[src/rtl/spi_request_arbiter_pkg.sv]
// Shared encodings for the SPI request arbiter: FSM states and operation codes.
package spi_request_arbiter_pkg;

   typedef enum logic [1:0] {
      IDLE   = 2'b00,
      LAUNCH = 2'b01,
      BUSY   = 2'b10,
      GUARD  = 2'b11
   } arb_state_e;

   localparam logic OP_READ  = 1'b0;
   localparam logic OP_WRITE = 1'b1;

endpackage

[src/rtl/spi_request_arbiter_if.sv]
// Requester-side and SPI-core-side signals of the arbiter, bundled as one interface.
interface spi_request_arbiter_if
   import spi_request_arbiter_pkg::*;
#(
   parameter int NUM_REQUESTERS      = 4,
   parameter int NUMBER_OF_SLAVES    = 2,
   parameter int INCOMING_DATA_WIDTH = 8,
   parameter int OUTGOING_DATA_WIDTH = 16
);
   logic [NUM_REQUESTERS-1:0]                     req;
   logic [NUM_REQUESTERS*NUMBER_OF_SLAVES-1:0]    req_slave;
   logic [NUM_REQUESTERS-1:0]                     req_operation;
   logic [NUM_REQUESTERS*OUTGOING_DATA_WIDTH-1:0] req_data;
   logic [NUM_REQUESTERS-1:0]                     ack;
   logic [NUM_REQUESTERS-1:0]                     done;
   logic [INCOMING_DATA_WIDTH-1:0]                rsp_data;
   logic                                          timeout_err;
   logic                                          busy;

   logic                                          spi_enable;
   logic                                          spi_start_transaction;
   logic                                          spi_operation;
   logic                                          spi_core_reset_n;
   logic [NUMBER_OF_SLAVES-1:0]                   spi_slave;
   logic [OUTGOING_DATA_WIDTH-1:0]                spi_outgoing_data;
   logic                                          spi_end_of_transaction;
   logic [INCOMING_DATA_WIDTH-1:0]                spi_incoming_data;

   // master: requesters plus SPI core; slave: the arbiter itself
   modport master (
      output req, req_slave, req_operation, req_data,
      output spi_end_of_transaction, spi_incoming_data,
      input  ack, done, rsp_data, timeout_err, busy,
      input  spi_enable, spi_start_transaction, spi_operation, spi_core_reset_n,
      input  spi_slave, spi_outgoing_data
   );

   modport slave (
      input  req, req_slave, req_operation, req_data,
      input  spi_end_of_transaction, spi_incoming_data,
      output ack, done, rsp_data, timeout_err, busy,
      output spi_enable, spi_start_transaction, spi_operation, spi_core_reset_n,
      output spi_slave, spi_outgoing_data
   );
endinterface

[src/rtl/rr_priority_picker.sv]
// Combinational round-robin pick: first set request at or above rr_ptr, wrapping to 0.
module rr_priority_picker
   import spi_request_arbiter_pkg::*;
#(
   parameter int NUM_REQUESTERS = 4,
   parameter int IDX_W          = 2
) (
   input  logic [NUM_REQUESTERS-1:0] req,
   input  logic [IDX_W-1:0]          rr_ptr,
   output logic [IDX_W-1:0]          winner,
   output logic                      valid
);
   always_comb begin
      logic [IDX_W:0]   sum;
      logic [IDX_W-1:0] idx;
      winner = '0;
      valid  = 1'b0;
      sum    = '0;
      idx    = '0;
      for (int i = 0; i < NUM_REQUESTERS; i++) begin
         sum = {1'b0, rr_ptr} + (IDX_W+1)'(i);
         if (sum >= (IDX_W+1)'(NUM_REQUESTERS))
            sum = sum - (IDX_W+1)'(NUM_REQUESTERS);
         idx = sum[IDX_W-1:0];
         if (!valid && req[idx]) begin
            valid  = 1'b1;
            winner = idx;
         end
      end
   end
endmodule

[src/rtl/spi_request_arbiter.sv]
// Round-robin arbiter that serialises requester transactions onto one SPI core,
// with a per-transaction watchdog and an idle guard gap between transactions.
module spi_request_arbiter
   import spi_request_arbiter_pkg::*;
#(
   parameter int NUM_REQUESTERS      = 4,
   parameter int NUMBER_OF_SLAVES    = 2,
   parameter int INCOMING_DATA_WIDTH = 8,
   parameter int OUTGOING_DATA_WIDTH = 16,
   parameter int TIMEOUT_CYCLES      = 1024,
   parameter int GUARD_CYCLES        = 2
) (
   input logic                  clk,
   input logic                  reset,
   spi_request_arbiter_if.slave bus
);
   localparam int IDX_W = (NUM_REQUESTERS > 1) ? $clog2(NUM_REQUESTERS) : 1;
   localparam int WD_W  = $clog2(TIMEOUT_CYCLES + 1);
   localparam int GD_W  = $clog2(GUARD_CYCLES + 2);

   arb_state_e                     state, state_nxt;
   logic [IDX_W-1:0]               rr_ptr, winner_q, pick_idx;
   logic                           pick_vld;
   logic [WD_W-1:0]                wdog;
   logic [GD_W-1:0]                gcnt;
   logic                           done_q, op_q, live_q;
   logic [INCOMING_DATA_WIDTH-1:0] cap_q;
   logic [NUMBER_OF_SLAVES-1:0]    slave_q;
   logic [OUTGOING_DATA_WIDTH-1:0] data_q;
   logic [NUM_REQUESTERS-1:0]      win_oh;
   logic                           wd_last, guard_last;

   rr_priority_picker #(
      .NUM_REQUESTERS(NUM_REQUESTERS),
      .IDX_W         (IDX_W)
   ) u_pick (
      .req   (bus.req),
      .rr_ptr(rr_ptr),
      .winner(pick_idx),
      .valid (pick_vld)
   );

   assign win_oh     = NUM_REQUESTERS'(1) << winner_q;
   assign wd_last    = (wdog == WD_W'(TIMEOUT_CYCLES - 1));
   // GUARD always lasts at least one cycle, even with GUARD_CYCLES = 0
   assign guard_last = (int'(gcnt) + 1 >= GUARD_CYCLES);

   always_ff @(posedge clk) begin
      if (reset) begin
         state    <= IDLE;
         rr_ptr   <= '0;
         winner_q <= '0;
         wdog     <= '0;
         gcnt     <= '0;
         done_q   <= 1'b0;
         op_q     <= 1'b0;
         live_q   <= 1'b0;
         cap_q    <= '0;
         slave_q  <= '0;
         data_q   <= '0;
      end else begin
         state  <= state_nxt;
         live_q <= 1'b1;
         done_q <= 1'b0;
         unique case (state)
            IDLE: if (pick_vld) begin
               winner_q <= pick_idx;
               slave_q  <= bus.req_slave[int'(pick_idx)*NUMBER_OF_SLAVES +: NUMBER_OF_SLAVES];
               op_q     <= bus.req_operation[pick_idx];
               data_q   <= bus.req_data[int'(pick_idx)*OUTGOING_DATA_WIDTH +: OUTGOING_DATA_WIDTH];
            end
            LAUNCH: begin
               rr_ptr <= (int'(winner_q) == NUM_REQUESTERS - 1) ? '0 : winner_q + 1'b1;
               wdog   <= '0;
            end
            BUSY: begin
               wdog <= wdog + 1'b1;
               gcnt <= '0;
               if (bus.spi_end_of_transaction) begin
                  cap_q  <= bus.spi_incoming_data;
                  done_q <= 1'b1;
               end
            end
            GUARD: gcnt <= gcnt + 1'b1;
            default: ;
         endcase
      end
   end

   always_comb begin
      state_nxt                 = state;
      bus.ack                   = '0;
      bus.done                  = '0;
      bus.rsp_data              = '0;
      bus.timeout_err           = 1'b0;
      bus.spi_start_transaction = 1'b0;
      bus.spi_core_reset_n      = live_q;
      unique case (state)
         IDLE: if (pick_vld) state_nxt = LAUNCH;
         LAUNCH: begin
            state_nxt                 = BUSY;
            bus.ack                   = win_oh;
            bus.spi_start_transaction = 1'b1;
         end
         BUSY: begin
            // end-of-transaction beats a watchdog expiry in the same cycle
            if (bus.spi_end_of_transaction) begin
               state_nxt = GUARD;
            end else if (wd_last) begin
               state_nxt            = GUARD;
               bus.done             = win_oh;
               bus.timeout_err      = 1'b1;
               bus.spi_core_reset_n = 1'b0;
            end
         end
         GUARD: begin
            if (done_q) begin
               bus.done = win_oh;
               if (op_q == OP_READ) bus.rsp_data = cap_q;
            end
            if (guard_last) state_nxt = IDLE;
         end
         default: state_nxt = IDLE;
      endcase
   end

   assign bus.busy              = (state != IDLE);
   assign bus.spi_enable        = live_q;
   assign bus.spi_slave         = slave_q;
   assign bus.spi_operation     = op_q;
   assign bus.spi_outgoing_data = data_q;

endmodule

[src/flat_wrapper.sv]
// flat-port wrapper written by rule: the top's interface ports become plain ports
module spi_request_arbiter_flat import spi_request_arbiter_pkg::*;
#(
   parameter int NUM_REQUESTERS      = 4,
   parameter int NUMBER_OF_SLAVES    = 2,
   parameter int INCOMING_DATA_WIDTH = 8,
   parameter int OUTGOING_DATA_WIDTH = 16,
   parameter int TIMEOUT_CYCLES      = 1024,
   parameter int GUARD_CYCLES        = 2
)
  (clk, reset, bus_req, bus_req_slave, bus_req_operation, bus_req_data, bus_spi_end_of_transaction, bus_spi_incoming_data, bus_ack, bus_done, bus_rsp_data, bus_timeout_err, bus_busy, bus_spi_enable, bus_spi_start_transaction, bus_spi_operation, bus_spi_core_reset_n, bus_spi_slave, bus_spi_outgoing_data);
  spi_request_arbiter_if #(.NUM_REQUESTERS(NUM_REQUESTERS), .NUMBER_OF_SLAVES(NUMBER_OF_SLAVES), .INCOMING_DATA_WIDTH(INCOMING_DATA_WIDTH), .OUTGOING_DATA_WIDTH(OUTGOING_DATA_WIDTH)) bus_i ();
  input logic clk;
  input logic reset;
  input wire logic [$bits(bus_i.req)-1:0] bus_req;
  input wire logic [$bits(bus_i.req_slave)-1:0] bus_req_slave;
  input wire logic [$bits(bus_i.req_operation)-1:0] bus_req_operation;
  input wire logic [$bits(bus_i.req_data)-1:0] bus_req_data;
  input wire logic [$bits(bus_i.spi_end_of_transaction)-1:0] bus_spi_end_of_transaction;
  input wire logic [$bits(bus_i.spi_incoming_data)-1:0] bus_spi_incoming_data;
  output wire logic [$bits(bus_i.ack)-1:0] bus_ack;
  output wire logic [$bits(bus_i.done)-1:0] bus_done;
  output wire logic [$bits(bus_i.rsp_data)-1:0] bus_rsp_data;
  output wire logic [$bits(bus_i.timeout_err)-1:0] bus_timeout_err;
  output wire logic [$bits(bus_i.busy)-1:0] bus_busy;
  output wire logic [$bits(bus_i.spi_enable)-1:0] bus_spi_enable;
  output wire logic [$bits(bus_i.spi_start_transaction)-1:0] bus_spi_start_transaction;
  output wire logic [$bits(bus_i.spi_operation)-1:0] bus_spi_operation;
  output wire logic [$bits(bus_i.spi_core_reset_n)-1:0] bus_spi_core_reset_n;
  output wire logic [$bits(bus_i.spi_slave)-1:0] bus_spi_slave;
  output wire logic [$bits(bus_i.spi_outgoing_data)-1:0] bus_spi_outgoing_data;
  assign bus_i.req = bus_req;
  assign bus_i.req_slave = bus_req_slave;
  assign bus_i.req_operation = bus_req_operation;
  assign bus_i.req_data = bus_req_data;
  assign bus_i.spi_end_of_transaction = bus_spi_end_of_transaction;
  assign bus_i.spi_incoming_data = bus_spi_incoming_data;
  assign bus_ack = bus_i.ack;
  assign bus_done = bus_i.done;
  assign bus_rsp_data = bus_i.rsp_data;
  assign bus_timeout_err = bus_i.timeout_err;
  assign bus_busy = bus_i.busy;
  assign bus_spi_enable = bus_i.spi_enable;
  assign bus_spi_start_transaction = bus_i.spi_start_transaction;
  assign bus_spi_operation = bus_i.spi_operation;
  assign bus_spi_core_reset_n = bus_i.spi_core_reset_n;
  assign bus_spi_slave = bus_i.spi_slave;
  assign bus_spi_outgoing_data = bus_i.spi_outgoing_data;
  spi_request_arbiter #(.NUM_REQUESTERS(NUM_REQUESTERS), .NUMBER_OF_SLAVES(NUMBER_OF_SLAVES), .INCOMING_DATA_WIDTH(INCOMING_DATA_WIDTH), .OUTGOING_DATA_WIDTH(OUTGOING_DATA_WIDTH), .TIMEOUT_CYCLES(TIMEOUT_CYCLES), .GUARD_CYCLES(GUARD_CYCLES)) u_core (.clk(clk), .reset(reset), .bus(bus_i));
endmodule
[config.mk]
export PLATFORM = sky130hd
export DESIGN_NAME = spi_request_arbiter_flat
export DESIGN_NICKNAME = d
export VERILOG_FILES = /design/src/rtl/spi_request_arbiter_pkg.sv /design/src/rtl/spi_request_arbiter_if.sv /design/src/rtl/rr_priority_picker.sv /design/src/rtl/spi_request_arbiter.sv /design/src/flat_wrapper.sv
export SDC_FILE = /design/constraint.sdc
export NUM_CORES = 1
export LEC_CHECK = 0
export BUFFER_PORTS_ARGS = -buffer_cell sky130_fd_sc_hd__buf_2
export CORE_ASPECT_RATIO = 1.1
export CORE_MARGIN = 8
export CORE_UTILIZATION = 51
export CTS_BUF_LIST = sky130_fd_sc_hd__clkbuf_2 sky130_fd_sc_hd__clkbuf_4 sky130_fd_sc_hd__clkbuf_8
export DETAILED_ROUTE_END_ITERATION = 7
export PLACE_DENSITY_LB_ADDON = 0.05
export SETUP_SLACK_MARGIN = 0.15
export SLEW_MARGIN = 20
export SYNTH_ARGS = -nofsm -noshare
export SYNTH_HDL_FRONTEND = slang
export SYNTH_SLANG_ARGS = --single-unit
[constraint.sdc]
create_clock -name clk -period 4.22 [get_ports clk]
set_input_delay 0.422 -clock clk [delete_from_list [all_inputs] [get_ports clk]]
set_output_delay 0.422 -clock clk [all_outputs]
set_load 0.1 [all_outputs]
# Yosys cells after proc, flatten, opt, wreduce, memory -nomap -nowiden
# Cells that the tools add are included.
totals:
  ff_bits: 48
  wordCells: 105
  input_bits: 91
classes:
  magnitude_cmp: 10
  addsub: 11
  mux: 47
  eq_ne: 8
  n_bitwise: 1
  shift: 3
  reduce_logical: 14
ops:
  columns: ["cell", "n"]
  rows:
  - ["variable part select 64 x 7 -> 16 bit", 1]
  - [">= comparator 32 x 3 -> 1 bit, second input constant", 1]
  - ["two-way mux 2 bit", 13]
  - ["two-way mux 8 bit", 3]
  - ["case mux 11 bit (2 select lines)", 1]
  - ["two-way mux 1 bit", 18]
  - ["two-way mux 4 bit", 4]
  - ["< comparator 2 x 3 -> 1 bit, second input constant", 5]
  - ["adder 11 x 1 -> 11 bit, second input constant", 1]
  - ["== test 11 x 10 -> 1 bit, second input constant", 1]
  - ["binary-select mux 1 bit (select 2 bit)", 5]
  - [">= comparator 3 bit, second input constant", 3]
  - ["case mux 2 bit (4 select lines)", 1]
  - ["case mux 4 bit (2 select lines)", 1]
  - ["variable part select 8 x 4 -> 2 bit", 1]
  - ["subtractor 2 x 1 -> 2 bit, second input constant", 4]
  - ["adder 2 x 1 -> 3 bit, second input constant", 2]
  - ["adder 2 x 2 -> 3 bit, second input constant", 2]
  - ["nonzero test 2 bit", 3]
  - ["adder 2 x 1 -> 2 bit, second input constant", 2]
  - ["== test 2 x 1 -> 1 bit, second input constant", 2]
  - ["== test 2 bit, second input constant", 2]
  - ["inequality test 2 x 1 -> 1 bit, second input constant", 2]
  - ["case mux 2 bit (2 select lines)", 1]
  - ["other kinds (10)", 15]

# Logic depth before layout (Yosys ltp)
# Gate-level depths: netlist of the first run.
logic_depth:
  word_depth: 16
  mapped_depth: 8

# Hierarchy
# A second synthesis of the first run with hierarchy kept.
unflattened:
  cells_unflattened: 288
  area_unflattened_um2: 2626.3
modules_own_cells:
  columns: ["mod", "area_each_um2", "cells_each", "n_inst"]
  rows:
  - ["spi_request_arbiter", 2548.7, 273, 1]
  - ["rr_priority_picker", 77.6, 15, 1]

# Least setup slack after synthesis of the first run
# OpenSTA, ideal clock, no wires.
synth_path:
  path_kind: "input port to output port"
  startpoint: "input bus_spi_end_of_transaction"
  endpoint: "output bus_done[0]"
  cell_stages: 5
  slack_ps: 588
  arrival_ps: 3210
  required_ps: 3798
  cell_sequence: "clkbuf_1 > nand2b_1 > and3b_1 > a21oi_1 > nor2b_1"
synth_via:
  elab_chain_len: 2
synth_rtl:
  columns: ["element", "line", "rtl"]
  rows:
  - ["start, declared", "flat_wrapper.sv:19", "input wire logic [$bits(bus_i.spi_end_of_transaction)-1:0] bus_spi_end_of_transaction;"]
  - ["two-way mux 4 bit", "spi_request_arbiter.sv:107", "if (bus.spi_end_of_transaction) begin"]
  - ["case mux 4 bit (2 select lines)", "spi_request_arbiter.sv:98", "unique case (state)"]
  - ["end, declared", "flat_wrapper.sv:22", "output wire logic [$bits(bus_i.done)-1:0] bus_done;"]
# No other way between the ends.

# Worst setup path after layout of the first run
layout_path:
  startpoint: "register u_core.state[0]"
  endpoint: "output bus_done[1]"
layout_via:
  elab_chain_len: 2
  word_cells_on_any_way: 3
layout_rtl:
  columns: ["element", "line", "rtl"]
  rows:
  - ["start, declared", "spi_request_arbiter.sv:21", "arb_state_e state, state_nxt;"]
  - ["start signal, assigned", "spi_request_arbiter.sv:62", "state <= state_nxt;"]
  - ["== test 2 bit", "spi_request_arbiter.sv:98", null]
  - ["case mux 4 bit (2 select lines) (*)", "spi_request_arbiter.sv:98", null]
# Every way passes the cells marked *; elsewhere a longest branch is shown, timed or not.

==> results of run 1 <==
## worst paths after layout
kind                                                from                         endpoint  slack [ns]  cells after the start
worst min-delay path            bus_spi_incoming_data[0]                  u_core.cap_q[0]        0.36                      3
worst min register to register           u_core.cap_q[0]                  u_core.cap_q[0]        0.45                      2
worst max-delay path                     u_core.state[0]                      bus_done[1]        1.45                      7
worst max register to register          u_core.rr_ptr[1]  u_core.bus.spi_outgoing_data[1]        1.86                      6
## synthesized netlist by cell type, types with 3 or more instances
cell,instances,area share (%)
dfxtp_1,48,36
and2_1,13,3.0
xor2_1,7,2.3
nor2_1,25,3.5
nand4_1,4,0.93
nand2_1,34,4.8
inv_1,10,1.4
o221ai_2,10,5.6
nand3_1,11,2.1
nor2b_1,5,1.2
o221ai_1,9,2.9
nor3_1,3,0.56
ha_1,10,4.7
mux2i_1,44,16
a21oi_1,15,2.8
xnor2_1,3,0.98
buf_6,4,1.7
clkbuf_1,3,0.42
## registers in the layout, indices dropped and copies added (netlist names), 2 cells and up
| signal | count |
|---|---|
| u_core.state | 2 |
| u_core.cap_q | 8 |
| u_core.gcnt | 2 |
| u_core.rr_ptr | 2 |
| u_core.bus.spi_slave | 2 |
| u_core.winner_q | 2 |
| u_core.wdog | 11 |
| u_core.bus.spi_outgoing_data | 16 |
## cell families (layout without fill, tap and decap cells)
| logic type | Yosys count | count (layout) |
|---|---|---|
| simple gates | 107 | 107 |
| flops | 48 | 48 |
| buf+inv | 24 | 147 |
| mux | 44 | 44 |
| compound gates | 42 | 42 |
| xor+xnor | 10 | 10 |
| fa+ha+maj | 10 | 10 |
## layer usage
metal	up-vias	track usage (%)	wire [µm]
li1	1244	-	-
met1	1121	19.7	2890
met2	73	32.9	3730
met3	7	7.05	593
met4	0	5.50	94
met5	-	0	0
## critical path: cells and delay by family, from the launching register on
family,cells,cell delay [ns]
DFF,1,0.34
AOI/OAI and AO/OA,1,0.10
and+or+nand+nor,3,0.58
buffers and inverters,2,0.55
adders and majority gates,1,0.46
## cells in the final DEF (no fill, tap or decap), types with 7 or more instances in the layout
| master | netlist | final |
|---|---|---|
| a21oi_1 | 15 | 15 |
| o221ai_2 | 10 | 10 |
| mux2i_1 | 44 | 44 |
| inv_1 | 10 | 10 |
| dfxtp_1 | 48 | 48 |
| ha_1 | 10 | 10 |
| buf_2 | 2 | 130 |
| o221ai_1 | 9 | 9 |
| xor2_1 | 7 | 7 |
| and2_1 | 13 | 13 |
| nor2_1 | 25 | 25 |
| nand3_1 | 11 | 11 |
| nand2_1 | 34 | 34 |
## power groups by stage
stage / logic (mW) / clock network [mW] / registers, mW
floorplan: 0.714 / 0 / 1.16
global placement: 1.44 / 0 / 0.637
detailed placement: 1.45 / 0 / 0.641
CTS: 1.46 / 0.325 / 0.631
global route: 1.53 / 0.342 / 0.644
finish: 1.45 / 0.319 / 0.630
## area by class of cell
class / count / area [µm²] / share of cell area (%)
clock buffer: 5 / 68.8 / 2.02
inverter: 10 / 37.5 / 1.10
clock inverter: 1 / 30.0 / 0.882
timing repair buffer: 131 / 658 / 19.3
sequential: 48 / 961 / 28.2
tap: 58 / 72.6 / 2.13
multi-input combinational: 213 / 1580 / 46.3
==> summary.txt, run 1 <==
Clock tree
  – Setup repair bufs after CTS: 0
  – Post-cts hold buffer count: 0
  – Clock buffer depth: 2
  – H-tree levels: 2
  – Clk slew on worst S/H paths: ~0.08 ns
  – Root Buffer: clkbuf_8
  – Clock tree sinks: 48
  – CTS Buf Count: 5
  – CTS tree: done
  – Post-CTS sizing: 0
  – Worst-Skew Late Latency: approximately 0.30 ns

Synth
  – Mean Syn Cell Area: approximately 9.4 µm²
  – Number of enable flip-flop cells after synthesis: 0
  – Post-Syn Area: about 2700 µm²
  – Seq/Total Area, Yosys: around 36%
  – Ys async rst share: 0%
  – Dominant synthesized flop cell: dfxtp_1
  – Synthesized-area fraction occupied by adder cells: ~4.7%
  – Syn Nets: approximately 390
  – Synth Area in Simple Gates: about a fifth
  – Post-synthesis mux area share: between 10% and 20%
  – FF+latch count, synth: 48
  – Yosys Warn Count: 0
  – Post-Syn Instances: ~290
  – Largest family of logic cells by synthesized area: simple AND/OR/NAND/NOR gates
  – XOR/XNOR Fraction of Synth Area: 3.27%
  – Compound-gate portion of the synthesized area: between 10 and 15%
  – Netlist cell types: a little over 40

GRT
  – Remaining Overflow, GRT: 0
  – Gr usage total: 18.5%
  – Initial antenna violation count: 0
  – First-pass GRT wire length: 11900 µm
  – Largest net degree at the start of global routing: 24
  – Vias in the first global route: around 2.5k

Pwr
  – Pwr dens: 703 nW/µm²
  – Leakage power total: roughly 1.6 nW
  – Worst vdd ir: ~0.00060 V
  – Seq pwr share: about a quarter
  – Net Switching: approximately 1.3 mW
  – Combinational share of power: around three fifths
  – Int Pwr: roughly 1.1 mW
  – Clock Power Share: about an eighth
  – Pwr Total: between 2 and 2.5 mW
  – Switching share of power: about 55%

STA
  – Final hold viol count: 0
  – Final Cycle Share: about two thirds
  – Hold Slack: about 0.36 ns
  – Minimum clock period: 2.77 ns
  – Unrepaired setup endpoints after global routing: no
  – Worst Max-Slew Pin Slew: 0.869 ns
  – Max transition margin: between 40% and 50%
  – Fmax: approximately 360 MHz
  – Final Max Slew Viols: 0
  – Clock Skews: ~0.0086 ns
  – Final setup fails: 0
  – Post-Route Setup TNS: 0 ns
  – Setup slack after layout: 1.45 ns

Placed design
  – Hpwl dp: between 5000 and 6000 µm
  – Global placement routability congestion: 0.784
  – DP Area: roughly 3300 µm²
  – Dpl cells: 460
  – Dpl ws: roughly 1.7 ns
  – PortBufs: 130

Routing
  – Drt total wl: ~7300 µm
  – Post-route DRC: 0
  – First-pass detailed-route iteration total: 4
  – Drt first-iter violations: just over 90
  – Vias: about 2.4k
  – WL per Instance: ~16 µm
  – DR vias/cell: 5.25
  – Remaining antenna violation count after routing: 0

Floorplan
  – Row count: 27
  – # IOs: around 130
  – Die area: between 7000 and 8000 µm²
  – Die W: about 85 µm
  – Initial Utilization: between 50% and 60%
  – Die Ht: roughly 92 µm
  – Core box area: between 5000 and 6000 µm²

Critical path
  – Critical path's largest stage delay: between 0.4 and 0.5 ns
  – Crit path kind: flip-flop to output pin
  – Worst Path Arrival: between 2 and 2.5 ns
  – CP Cell Sequence: inv_1, ha_1, nand2b_1, and3b_1, a21oi_1, nor2b_1, buf_2
  – CP Max Fanout: 14
  – WP data required: ~3.8 ns
  – Critical path capture point type: output pin
  – CP max-delay cell: ha_1
  – Crit start category: flip-flop

Layout
  – Layout cells sized above 1: a little under two fifths
  – Finished Cell Area: roughly 3400 µm²
  – Ant diodes: 0
  – Layout area overhead: 27.2%
  – # fillers: between 400 and 500
  – Non-filler cells, final: around 470
  – Fin util: roughly two thirds
  – Nets: 510

Min path
  – Hold Crit Class: primary input to flip-flop

Job
  – Max Cap Viol: 0

Status
  – Run status: finished, final reports clean
Note: power is estimated with default switching activity, not from simulation.
==> run 2, diff against run 1 <==
--- a/config.mk
+++ b/config.mk
@@ -5,10 +5,11 @@
 export SDC_FILE = /design/constraint.sdc
 export NUM_CORES = 1
 export LEC_CHECK = 0
+export ABC_AREA = 1
 export BUFFER_PORTS_ARGS = -buffer_cell sky130_fd_sc_hd__buf_2
 export CORE_ASPECT_RATIO = 1.1
 export CORE_MARGIN = 8
-export CORE_UTILIZATION = 51
+export CORE_UTILIZATION = 47
 export CTS_BUF_LIST = sky130_fd_sc_hd__clkbuf_2 sky130_fd_sc_hd__clkbuf_4 sky130_fd_sc_hd__clkbuf_8
 export DETAILED_ROUTE_END_ITERATION = 7
 export PLACE_DENSITY_LB_ADDON = 0.05
==> constraint.sdc (replaced) <==
create_clock -name clk -period 2.3 [get_ports clk]
set_input_delay 0.23 -clock clk [delete_from_list [all_inputs] [get_ports clk]]
set_output_delay 0.23 -clock clk [all_outputs]
set_load 0.1 [all_outputs]
==> run 2 against run 1 <==
  * Worst hold slack got worse by 0.15 ns
  * First-iteration DRC count rose by 91%
  * Highest routed layer unchanged
  * Setup slack got worse by 1.2 ns
  * Combinational power increased to 3.2 times the previous value
  * Die area rose by 35%
  * Largest power group unchanged
  * Power rose to 2.7 times the previous value
  * Sequential power increased by 94%
  * Non-clock buffer count increased by 12
  * Count of clock-buffer cells in the layout is 1 higher
  * Synthesized cell count increased by 110%
  * Largest cell class unchanged
  * Synthesized area up 32%
  * Sequential share of layout area shrank 6.7 points
==> summary.txt, run 2 <==
Status
  – Run status: finished, final reports clean

Synth
  – Synth Area in Simple Gates: 41.4% (+22 points)
  – Most common cell in the netlist: inv_1
  – Seq/Total Area, Yosys: 27.3% (-8.6 points)
  – Compound-gate portion of the synthesized area: 6.53% (-7.8 points)
  – Netlist cell types: 26 (-37%)
  – Mean Syn Cell Area: 5.99 µm² (-36%)
  – Most frequent cells after synthesis: inv_1, nand2_1, nor2_1, nand3_1, dfxtp_1
  – Area leader, netlist: dfxtp_1
  – Synth top area share: 27.3% (-8.6 points)
  – Largest cells by area after synthesis: dfxtp_1, inv_1, nand2_1
  – Number of enable flip-flop cells after synthesis: 0 (unchanged)
  – Yosys Warn Count: 0 (unchanged)
  – FF+latch count, synth: 48 (unchanged)
  – Post-Syn Instances: 588 (+110%)
  – Largest family of logic cells by synthesized area: simple AND/OR/NAND/NOR gates
  – Ys async rst share: 0% (unchanged)
  – Dominant synthesized flop cell: dfxtp_1
  – Post-synthesis mux area share: 0% (-16 points)
  – XOR/XNOR Fraction of Synth Area: 0% (-3.3 points)
  – Syn Nets: 689 (+78%)
  – Synthesized-area fraction occupied by adder cells: 3.55% (-1.1 points)
  – Post-Syn Area: 3520 µm² (+32%)

Pwr
  – Combinational share of power: 72.9% (+13 points)
  – Pwr dens: 1440 nW/µm² (+100%)
  – Net Switching: 3.82 mW (+190%)
  – Int Pwr: 2.63 mW (+140%)
  – Pwr Total: 6.46 mW (+170%)
  – Switching share of power: 59.2% (+4.1 points)
  – Worst vdd ir: 0.000766 V (+27%)
  – Leakage power total: 2.61 nW (+67%)
  – Clock Power Share: 8.3% (-5.0 points)
  – Seq pwr share: 18.8% (-7.5 points)

Critical path
  – R2R Path End: u_core.wdog[9]
  – WP data required: 2.07 ns (-1.73 ns)
  – CP max-delay cell: dfxtp_2
  – CP Cell Sequence: ha_4, nand2_2, inv_2, nand3_2, nor4_4, nand2_2, nand2_2, inv_4, nor2_4, buf_12
  – Critical path's largest stage delay: 0.36 ns (-0.10 ns)
  – Reg2reg path depth: 10 (+4)
  – Crit start category: flip-flop
  – Crit path top cell by count: nand2_2
  – Worst r2r src: u_core.state[0]
  – Critical path capture point type: output pin
  – Worst Path Arrival: 1.80 ns (-0.55 ns)
  – CP Max Fanout: 4 (-10)
  – Crit path kind: flip-flop to output pin
  – Reg-to-reg slack, setup: 0.34 ns (-1.52 ns)

Layout
  – Area of the multi-input gates: 1890 µm² (+20%)
  – # fillers: 760 (+77%)
  – Nets: 809 (+59%)
  – Most frequent cells in the layout: inv_1, buf_2, nand2_1
  – Layout cells sized above 1: 28.1% (-9.9 points)
  – Layout area overhead: 27.1% (about the same)
  – Max FFs per register: 16 (unchanged)
  – Finished Cell Area: 4480 µm² (+32%)
  – Reg area: 965 µm² (+0.39%)
  – Ant diodes: 0 (unchanged)
  – Most common cell after layout, fill and taps aside: inv_1

Min path
  – Hold depth: 3 (unchanged)
  – WHS Endpoint: u_core.cap_q[4]
  – Hold Crit Class: primary input to flip-flop
  – Hold path startpoint: bus_spi_incoming_data[4]

STA
  – Max transition margin: 65.2% (+23 points)
  – Clock Skews: 0.00243 ns (-0.00615 ns)
  – Worst Max-Slew Pin Slew: 0.522 ns (-0.347 ns)
  – Final Cycle Share: between 80% and 90%
  – Setup slack after layout: 0.273 ns (-1.17 ns)
  – Final setup fails: 0 (unchanged)
  – Final Max Slew Viols: 0 (unchanged)
  – Unrepaired setup endpoints after global routing: no
  – Minimum clock period: a little over 2 ns
  – Final hold viol count: 0 (unchanged)
  – Fmax: around 490 MHz

Floorplan
  – Row count: 33 (+22%)
  – Die W: 98.6 µm (+16%)
  – Die Ht: 107 µm (+16%)
  – Initial Utilization: 48.0% (-5.2 points)
  – Core box area: 7350 µm² (+46%)
  – # IOs: 131 (unchanged)
  – Die area: 10500 µm² (+35%)

Placed design
  – Hpwl dp: 7470 µm (+31%)
  – DP Area: 4280 µm² (+29%)
  – Dpl ws: 0.271 ns (-1.41 ns)
  – PortBufs: 130 (unchanged)
  – Global placement routability congestion: 0.827 (+5.5%)

Clock tree
  – Clock tree sinks: 48 (unchanged)
  – Clock buffer depth: 2 (unchanged)
  – CTS tree: done
  – Post-cts hold buffer count: 0 (unchanged)
  – Clk slew on worst S/H paths: 0.09 ns (about the same)
  – Worst-Skew Late Latency: 0.30 ns (about the same)
  – H-tree levels: 2 (unchanged)
  – Root Buffer: clkbuf_8
  – CTS Buf Count: 5 (unchanged)

Routing
  – Drt first-iter violations: 174 (+91%)
  – Vias: 3865 (+58%)
  – DR vias/cell: 4.86 (-7.5%)
  – Remaining antenna violation count after routing: 0 (unchanged)
  – First-pass detailed-route iteration total: 4 (unchanged)
  – Drt total wl: 9670 µm (+32%)
  – Post-route DRC: 0 (unchanged)
  – WL per Instance: 12.1 µm (-23%)

GRT
  – Initial antenna violation count: 0 (unchanged)
  – First-pass GRT wire length: 16700 µm (+41%)
  – Remaining Overflow, GRT: 0 (unchanged)
  – Gr usage total: 18.4% (-0.045 points)
  – Vias in the first global route: 3874 (+54%)
  – Largest net degree at the start of global routing: 39 (+63%)

Job
  – Max Cap Viol: 0 (unchanged)
## run 2: routing by layer
layer,track usage [%],wire length (µm),vias to the layer above
li1,-,-,2049
met1,22.4,4460,1683
met2,32.1,4540,124
met3,3.82,517,9
met4,5.05,145,0
met5,0,0,-
## run 2: cell families after synthesis
logic type / after synthesis
adder cells (fa/ha/maj): 10
AND/OR/NAND/NOR: 309
flip-flops: 48
buffers and inverters: 176
AO/OA/AOI/OAI: 45
## run 2: worst max-delay path by stage
stage / start / endpoint / slack, ns / depth (start not counted)
after floorplan: u_core.bus.spi_operation / bus_rsp_data[0] / -0.23 / 3
after global placement: u_core.rr_ptr[0] / u_core.bus.spi_outgoing_data[3] / 0.34 / 13
after detailed placement: u_core.rr_ptr[0] / u_core.bus.spi_outgoing_data[11] / 0.27 / 13
after CTS: u_core.wdog[0] / bus_done[3] / 0.16 / 10
after global routing: u_core.wdog[3] / bus_done[3] / 0.11 / 9
final: u_core.wdog[0] / bus_done[3] / 0.27 / 10
## run 2: layout make-up
type | count | share of cell area [%]
Timing Repair Buffer | 143 | 19.3
Inverter | 146 | 12.3
Clock buffer | 6 | 1.84
Multi-Input combinational cell | 364 | 42.3
Tap cell | 87 | 2.43
Sequential cell | 48 | 21.5
Clock inverter | 2 | 0.307
## run 2: metrics by stage
| step | TNS, ns | util, % | cells | hold WS (ns) |
|---|---|---|---|---|
| after floorplan | -1.83 | - | 588 | 0.423 |
| after global placement | 0 | 58.2 | 784 | 0.441 |
| after detailed placement | 0 | 58.2 | 784 | 0.449 |
| after CTS | 0 | 60.4 | 796 | 0.202 |
| after global routing | 0 | 61.0 | 796 | 0.215 |
| final | 0 | 61.0 | 796 | 0.210 |
## run 2: critical path, delay by kind of cell (launching register included)
family	cells	cell delay, ns
buf+inv	3	0.32
flops	1	0.36
simple gates	6	0.67
fa+ha+maj	1	0.14
## run 2: power groups by stage
stage                     clock network [mW]  logic (mW)  registers [mW]
after floorplan                            0        3.01            2.12
after global routing                   0.589        5.22            1.25
after CTS                              0.555        4.68            1.21
after global placement                     0        4.57            1.22
after detailed placement                   0        4.63            1.23
final                                  0.535        4.70            1.22
## run 2: repair_timing
item	CTS	global route
setup buffers	4	0
setup endpoints to repair	5	33
pin swaps	4	4
resized for setup	12	11
